**config.mk**
```make
export PLATFORM = sky130hd
export DESIGN_NAME = regbus_rr_arbiter
export DESIGN_NICKNAME = d
export VERILOG_FILES = /design/src/rtl/regbus_pkg.sv /design/src/rtl/regbus_rr_arbiter_rr_pick.sv /design/src/rtl/regbus_rr_arbiter.sv
export SDC_FILE = /design/constraint.sdc
export NUM_CORES = 1
export LEC_CHECK = 0
export CORE_MARGIN = 2
export CORE_UTILIZATION = 26
export CTS_CLUSTER_DIAMETER = 150
export CTS_CLUSTER_SIZE = 25
export DETAILED_ROUTE_END_ITERATION = 12
export GPL_ROUTABILITY_DRIVEN = 0
export GPL_TIMING_DRIVEN = 0
export HOLD_SLACK_MARGIN = 0.02
export PLACE_DENSITY = 0.56
export SETUP_SLACK_MARGIN = 0.15
export SYNTH_ARGS = -nofsm -noshare
export SYNTH_HDL_FRONTEND = slang
export SYNTH_SLANG_ARGS = --single-unit
```
**constraint.sdc**
```tcl
create_clock -name CLK -period 3.2 [get_ports CLK]
set_clock_uncertainty 0.1 [all_clocks]
set_input_delay 0.32 -clock CLK [delete_from_list [all_inputs] [get_ports CLK]]
set_output_delay 0.32 -clock CLK [all_outputs]
set_load 0.1 [all_outputs]
```
**src/rtl/regbus_pkg.sv**
```systemverilog
// Shared types and sizing helpers for the register-bus round-robin arbiter.
package regbus_pkg;

    localparam int unsigned ADDR_W_DEF = 3;
    localparam int unsigned DATA_W_DEF = 2;

    typedef enum logic [1:0] {IDLE, ISSUE, WAIT, RESP} regbus_state_e;

    // Width of an index able to address n entries (at least one bit).
    function automatic int unsigned idx_width(input int unsigned n);
        return (n > 1) ? $clog2(n) : 1;
    endfunction

endpackage

```
**src/rtl/regbus_rr_arbiter_rr_pick.sv**
```systemverilog
// Combinational round-robin picker: first asserted request at or after ptr, wrapping.
module rr_pick
    import regbus_pkg::*;
#(
    parameter int unsigned NUM_REQ = 4,
    parameter int unsigned IDX_W   = idx_width(NUM_REQ)
) (
    input  logic [NUM_REQ-1:0] req,
    input  logic [IDX_W-1:0]   ptr,
    output logic [NUM_REQ-1:0] grant_c,
    output logic [IDX_W-1:0]   idx_c,
    output logic               any_c
);

    always_comb begin
        int unsigned j;
        grant_c = '0;
        idx_c   = '0;
        any_c   = 1'b0;
        j       = 0;
        for (int unsigned i = 0; i < NUM_REQ; i++) begin
            j = (32'(ptr) + i) % NUM_REQ;
            if (!any_c && req[IDX_W'(j)]) begin
                any_c              = 1'b1;
                grant_c[IDX_W'(j)] = 1'b1;
                idx_c              = IDX_W'(j);
            end
        end
    end

endmodule

```
**src/rtl/regbus_rr_arbiter.sv**
```systemverilog
// Round-robin arbiter serialising NUM_REQ requesters onto one register-file bus.
// One transaction in flight; read data captured after RD_LAT wait cycles.
module regbus_rr_arbiter
    import regbus_pkg::*;
#(
    parameter int unsigned NUM_REQ = 4,
    parameter int unsigned ADDR_W  = ADDR_W_DEF,
    parameter int unsigned DATA_W  = DATA_W_DEF,
    parameter int unsigned RD_LAT  = 1
) (
    input  logic                        CLK,
    input  logic                        RST,
    input  logic [NUM_REQ-1:0]          req_valid,
    input  logic [NUM_REQ-1:0]          req_write,
    input  logic [NUM_REQ*ADDR_W-1:0]   req_addr,
    input  logic [NUM_REQ*DATA_W-1:0]   req_wdata,
    output logic [NUM_REQ-1:0]          req_ready,
    output logic [NUM_REQ-1:0]          rsp_valid,
    output logic [DATA_W-1:0]           rsp_rdata,
    output logic                        WRITE,
    output logic                        READ,
    output logic [ADDR_W-1:0]           ADDR,
    output logic [DATA_W-1:0]           WRITE_DATA,
    input  logic [DATA_W-1:0]           READ_DATA,
    output logic                        busy
);

    localparam int unsigned IDX_W = idx_width(NUM_REQ);
    localparam int unsigned CNT_W = idx_width(RD_LAT);
    localparam logic [IDX_W-1:0] LAST_IDX  = IDX_W'(NUM_REQ - 1);
    localparam logic [CNT_W-1:0] WAIT_INIT = CNT_W'(RD_LAT - 1);

    regbus_state_e        state;
    logic [IDX_W-1:0]     ptr;
    logic [IDX_W-1:0]     w_idx;
    logic [NUM_REQ-1:0]   w_oh;
    logic                 w_write;
    logic [CNT_W-1:0]     wait_cnt;

    logic [NUM_REQ-1:0]   pick_grant_c;
    logic [IDX_W-1:0]     pick_idx_c;
    logic                 pick_any_c;

    rr_pick #(
        .NUM_REQ (NUM_REQ),
        .IDX_W   (IDX_W)
    ) u_pick (
        .req     (req_valid),
        .ptr     (ptr),
        .grant_c (pick_grant_c),
        .idx_c   (pick_idx_c),
        .any_c   (pick_any_c)
    );

    // Transaction sequencer; bus strobes and responses are driven from registers only.
    always_ff @(posedge CLK or posedge RST) begin
        if (RST) begin
            state      <= IDLE;
            ptr        <= '0;
            w_idx      <= '0;
            w_oh       <= '0;
            w_write    <= 1'b0;
            wait_cnt   <= '0;
            req_ready  <= '0;
            rsp_valid  <= '0;
            rsp_rdata  <= '0;
            WRITE      <= 1'b0;
            READ       <= 1'b0;
            ADDR       <= '0;
            WRITE_DATA <= '0;
            busy       <= 1'b0;
        end else begin
            req_ready <= '0;
            rsp_valid <= '0;
            case (state)
                IDLE: begin
                    if (pick_any_c) begin
                        w_idx      <= pick_idx_c;
                        w_oh       <= pick_grant_c;
                        w_write    <= req_write[pick_idx_c];
                        req_ready  <= pick_grant_c;
                        ADDR       <= req_addr[pick_idx_c*ADDR_W +: ADDR_W];
                        WRITE_DATA <= req_wdata[pick_idx_c*DATA_W +: DATA_W];
                        WRITE      <= req_write[pick_idx_c];
                        READ       <= !req_write[pick_idx_c];
                        busy       <= 1'b1;
                        state      <= ISSUE;
                    end
                end
                ISSUE: begin
                    WRITE <= 1'b0;
                    READ  <= 1'b0;
                    ptr   <= (w_idx == LAST_IDX) ? '0 : w_idx + IDX_W'(1);
                    if (w_write) begin
                        rsp_valid  <= w_oh;
                        rsp_rdata  <= '0;
                        ADDR       <= '0;
                        WRITE_DATA <= '0;
                        state      <= RESP;
                    end else begin
                        wait_cnt <= WAIT_INIT;
                        state    <= WAIT;
                    end
                end
                WAIT: begin
                    if (wait_cnt == '0) begin
                        rsp_valid  <= w_oh;
                        rsp_rdata  <= READ_DATA;
                        ADDR       <= '0;
                        WRITE_DATA <= '0;
                        state      <= RESP;
                    end else begin
                        wait_cnt <= wait_cnt - CNT_W'(1);
                    end
                end
                RESP: begin
                    rsp_rdata <= '0;
                    busy      <= 1'b0;
                    state     <= IDLE;
                end
                default: state <= IDLE;
            endcase
        end
    end

    // Requester must keep its request up through the accept cycle.
    a_req_held: assert property (@(posedge CLK) disable iff (RST)
        (state == ISSUE) |-> req_valid[w_idx]);

endmodule
```
==> key figures <==
Pwr
  – Clock share of power: 10.1%
  – Power per standard cell area: 1080 nW/um^2
  – Comb pwr share: 68.0%
  – Flop pwr share: 21.8%
  – Leakage: 1.06 nW
  – Sw Ratio: 52.6%
  – Maximum vdd drop: 0.209 mV
  – Net load switching power: 1.47 mW
  – Cell Int Power: 1.32 mW

Finish
  – # fillers: 757
  – Design area: 2590 sq um
  – Synth-to-layout area growth: 37.0%
  – Share of cells above drive strength 1: 13.2%
  – Nets: 286
  – Storage cell area: 726 sq um
  – # diodes: 0
  – Multi-input gate area: 1100 sq um

Clock network
  – Max Buffers Root-to-Sink: 2
  – TritonCTS clock tree: built
  – Clock sink count: 29
  – TritonCTS Buffers: 5
  – CTS clk-pin slew, worst paths: 0.06 ns
  – CTS Hold Buffers Added: 0
  – Htree depth: 2
  – Root Buffer: clkbuf_8
  – Worst skew pair latency: 0.27 ns

Placed design
  – Post-DP Area: 2500 sq um
  – Final HPWL from detailed placement: 3.49 mm
  – IO Port Bufs: 48

Timing
  – Max Clock Freq: 347 MHz
  – Endpoints failing setup: 0
  – RSZ-0062 raised after global routing: yes
  – Worst Tran Pin Value: 1.06 ns
  – Slew Limit Fails: 0
  – Setup TNS: 0 ns
  – Relative slew margins: 29.4%
  – Final Cycle Share: 90.0%
  – Endpoints failing hold: 0
  – Minimum clock period: 2.88 ns

Drt
  – Routed wire per std cell: 13.1 um
  – Vias per cell: 4.74
  – DR vias: 1,621
  – Total Wirelength: 4.48 mm
  – Final antenna-violating net count: 0
  – Drt initial violations: 93
  – DRT Pass-1 Iters: 4
  – DR DRC count: 0

Run
  – Max-cap check violation count: 0

Critical path
  – Worst r2r src: ptr[0]$_DFFE_PP0P_
  – Flop-to-flop setup slack: 0.32 ns
  – Startpoint types: register
  – CP max FO: 10
  – Reg2Reg Depth: 9
  – Required @ worst endpoint: 3.24 ns
  – Reg-to-Reg End: ADDR[0]$_DFFE_PP0P_
  – Critical Setup Path Class: register to register
  – Setup crit end kind: register
  – Worst EP arrival: 2.92 ns

Floorplanning
  – I/O pin count: 50
  – Die area: 7970 sq um
  – Starting Density: 26.5%
  – Die Width: 89.3 um
  – Vert. Die Dim: 89.3 um
  – Row count: 31
  – Core Box Area: 7140 sq um

Logic synthesis
  – Largest area contributor in the netlist: dfrtp_1
  – Top cells by area, synth: dfrtp_1 (38%), ha_1 (7.9%), mux4_2 (4.8%)
  – Flops & latches, synth: 29
  – Yosys cell types: 43
  – Post-synthesis cell count: 187
  – Sequential fraction of the synthesis area: 38.4%
  – Syn avg cell area: 10.1 sq um
  – Post-Syn Area: 1890 sq um
  – Post-synth net total: 231
  – YS warnings: 0
  – Synth top area share: 38.4%

Global routing
  – Total GRT Usage: 12.1%
  – Vias in the first global route: 1,544
  – Total gr overflow: 0
  – First-pass GRT wire length: 7.45 mm
  – Largest net degree at the start of global routing: 30
  – Initial antenna violation count: 0

Status
  – Outcome: finished, final reports clean

Worst hold path
  – Hold path start: w_oh[1]$_DFFE_PP0P_
  – Worst Hold Path EP: w_oh[1]$_DFFE_PP0P_
  – Hold path cells: 2
  – Hold Crit Class: register to register
registers in the layout (all words and copies together), names as in the netlist:
name / flops
ADDR: 3
READ: 1
WRITE: 1
WRITE_DATA: 2
busy: 1
ptr: 2
req_ready: 4
rsp_rdata: 2
rsp_valid: 4
state: 2
w_idx: 2
w_oh: 4
w_write: 1
cell type report:
type | instances | share of cell area (%)
clock buffers | 5 | 2.65
well taps | 99 | 4.78
plain buffers | 9 | 2.12
multi-input cells | 144 | 42.5
clock inverters | 3 | 0.676
flip-flops and latches | 29 | 28.0
inverters | 5 | 0.724
repair buffers | 48 | 18.5
stage by stage:
stage	hold slack, ns	util, %	worst slack [ns]	instances	power [mW]
after detailed placement	0.366	35.0	0.255	334	2.50
final	0.374	36.3	0.321	342	2.79
after global routing	0.408	36.3	0.0668	342	3.01
after global placement	0.360	35.0	0.235	334	2.48
after CTS	0.381	36.2	0.229	342	2.80
after floorplan	0.298	-	0.770	187	2.07
worst max-delay path by stage:
stage                     depth (start not counted)          startpoint                   to
after global placement                            9  ptr[0]$_DFFE_PP0P_  ADDR[0]$_DFFE_PP0P_
after floorplan                                   7  ptr[0]$_DFFE_PP0P_  ADDR[0]$_DFFE_PP0P_
final                                             9  ptr[0]$_DFFE_PP0P_  ADDR[0]$_DFFE_PP0P_
after CTS                                         9  ptr[0]$_DFFE_PP0P_  ADDR[0]$_DFFE_PP0P_
after global routing                              9  ptr[0]$_DFFE_PP0P_  ADDR[0]$_DFFE_PP0P_
after detailed placement                          9  ptr[0]$_DFFE_PP0P_  ADDR[0]$_DFFE_PP0P_
synth_stat cells:
library cell	count
o32a_1	1
mux4_2	4
o311ai_1	1
o21a_1	5
inv_1	5
a221oi_1	6
buf_6	2
a2111o_1	1
mux2_1	1
nor2b_4	1
a21oi_1	1
o21ai_1	4
and3_1	10
a31oi_1	2
or3_1	2
buf_2	5
nor2b_1	2
a211oi_1	1
a221o_1	1
nand3_1	4
nand2_2	1
nor4b_4	1
or2_4	1
a2111oi_0	5
nand2_1	14
o21a_2	1
nor2_1	16
and2_1	7
nor4_1	1
o32ai_1	1
o221ai_2	1
mux2i_1	1
o31ai_1	8
ha_1	12
o21ai_2	2
a22oi_1	9
o221a_2	1
mux2_2	2
clkbuf_1	2
dfrtp_1	29
o21a_4	1
nand2b_1	2
o21ai_0	10
layer usage:
layer | global-route usage (%) | part of all wire [%] | vias to the layer above
li1 | - | - | 825
met1 | 16.8 | 50 | 754
met2 | 18.9 | 45 | 38
met3 | 2.59 | 3.6 | 4
met4 | 4.07 | 0.94 | 0
met5 | 0 | 0 | -
cells by family after synthesis:
family                     synth area share [%]
DFF                                        38.4
muxes                                      7.08
buffers and inverters                      3.90
and+or+nand+nor                            17.7
AOI/OAI and AO/OA                          25.0
adders and majority gates                  7.94
power groups by stage:
| stage | sequential, mW | combinational, mW | clock [mW] |
|---|---|---|---|
| floorplan | 1.09 | 0.976 | 0 |
| global placement | 0.615 | 1.87 | 0 |
| detailed placement | 0.617 | 1.88 | 0 |
| CTS | 0.612 | 1.89 | 0.296 |
| global route | 0.629 | 2.07 | 0.311 |
| finish | 0.609 | 1.90 | 0.283 |
repair_timing:
action | 4_1_cts | 5_1_grt
endpoints found under the setup margin | 0 | 5
buffers inserted | 0 | 0
resized for setup | 0 | 5
placed cells by master (no fill, tap or decap), types with 6 or more instances in the layout:
master / count
and3_1: 10
nor2_1: 16
nand2_1: 14
clkdlybuf4s50_1: 48
a221oi_1: 6
a22oi_1: 9
dfrtp_1: 29
and2_1: 7
ha_1: 12
o31ai_1: 8
o21ai_0: 10
worst max-delay path, stage by stage (launching register included):
cell,delay (ns)
dfrtp_1,0.47
buf_6,0.19
inv_1,0.09
ha_1,0.41
o21ai_0,0.16
o32a_1,0.24
buf_2,0.22
nand2_2,0.16
a2111oi_1,0.57
o31ai_1,0.12
Note: power is estimated with default switching activity, not from simulation.
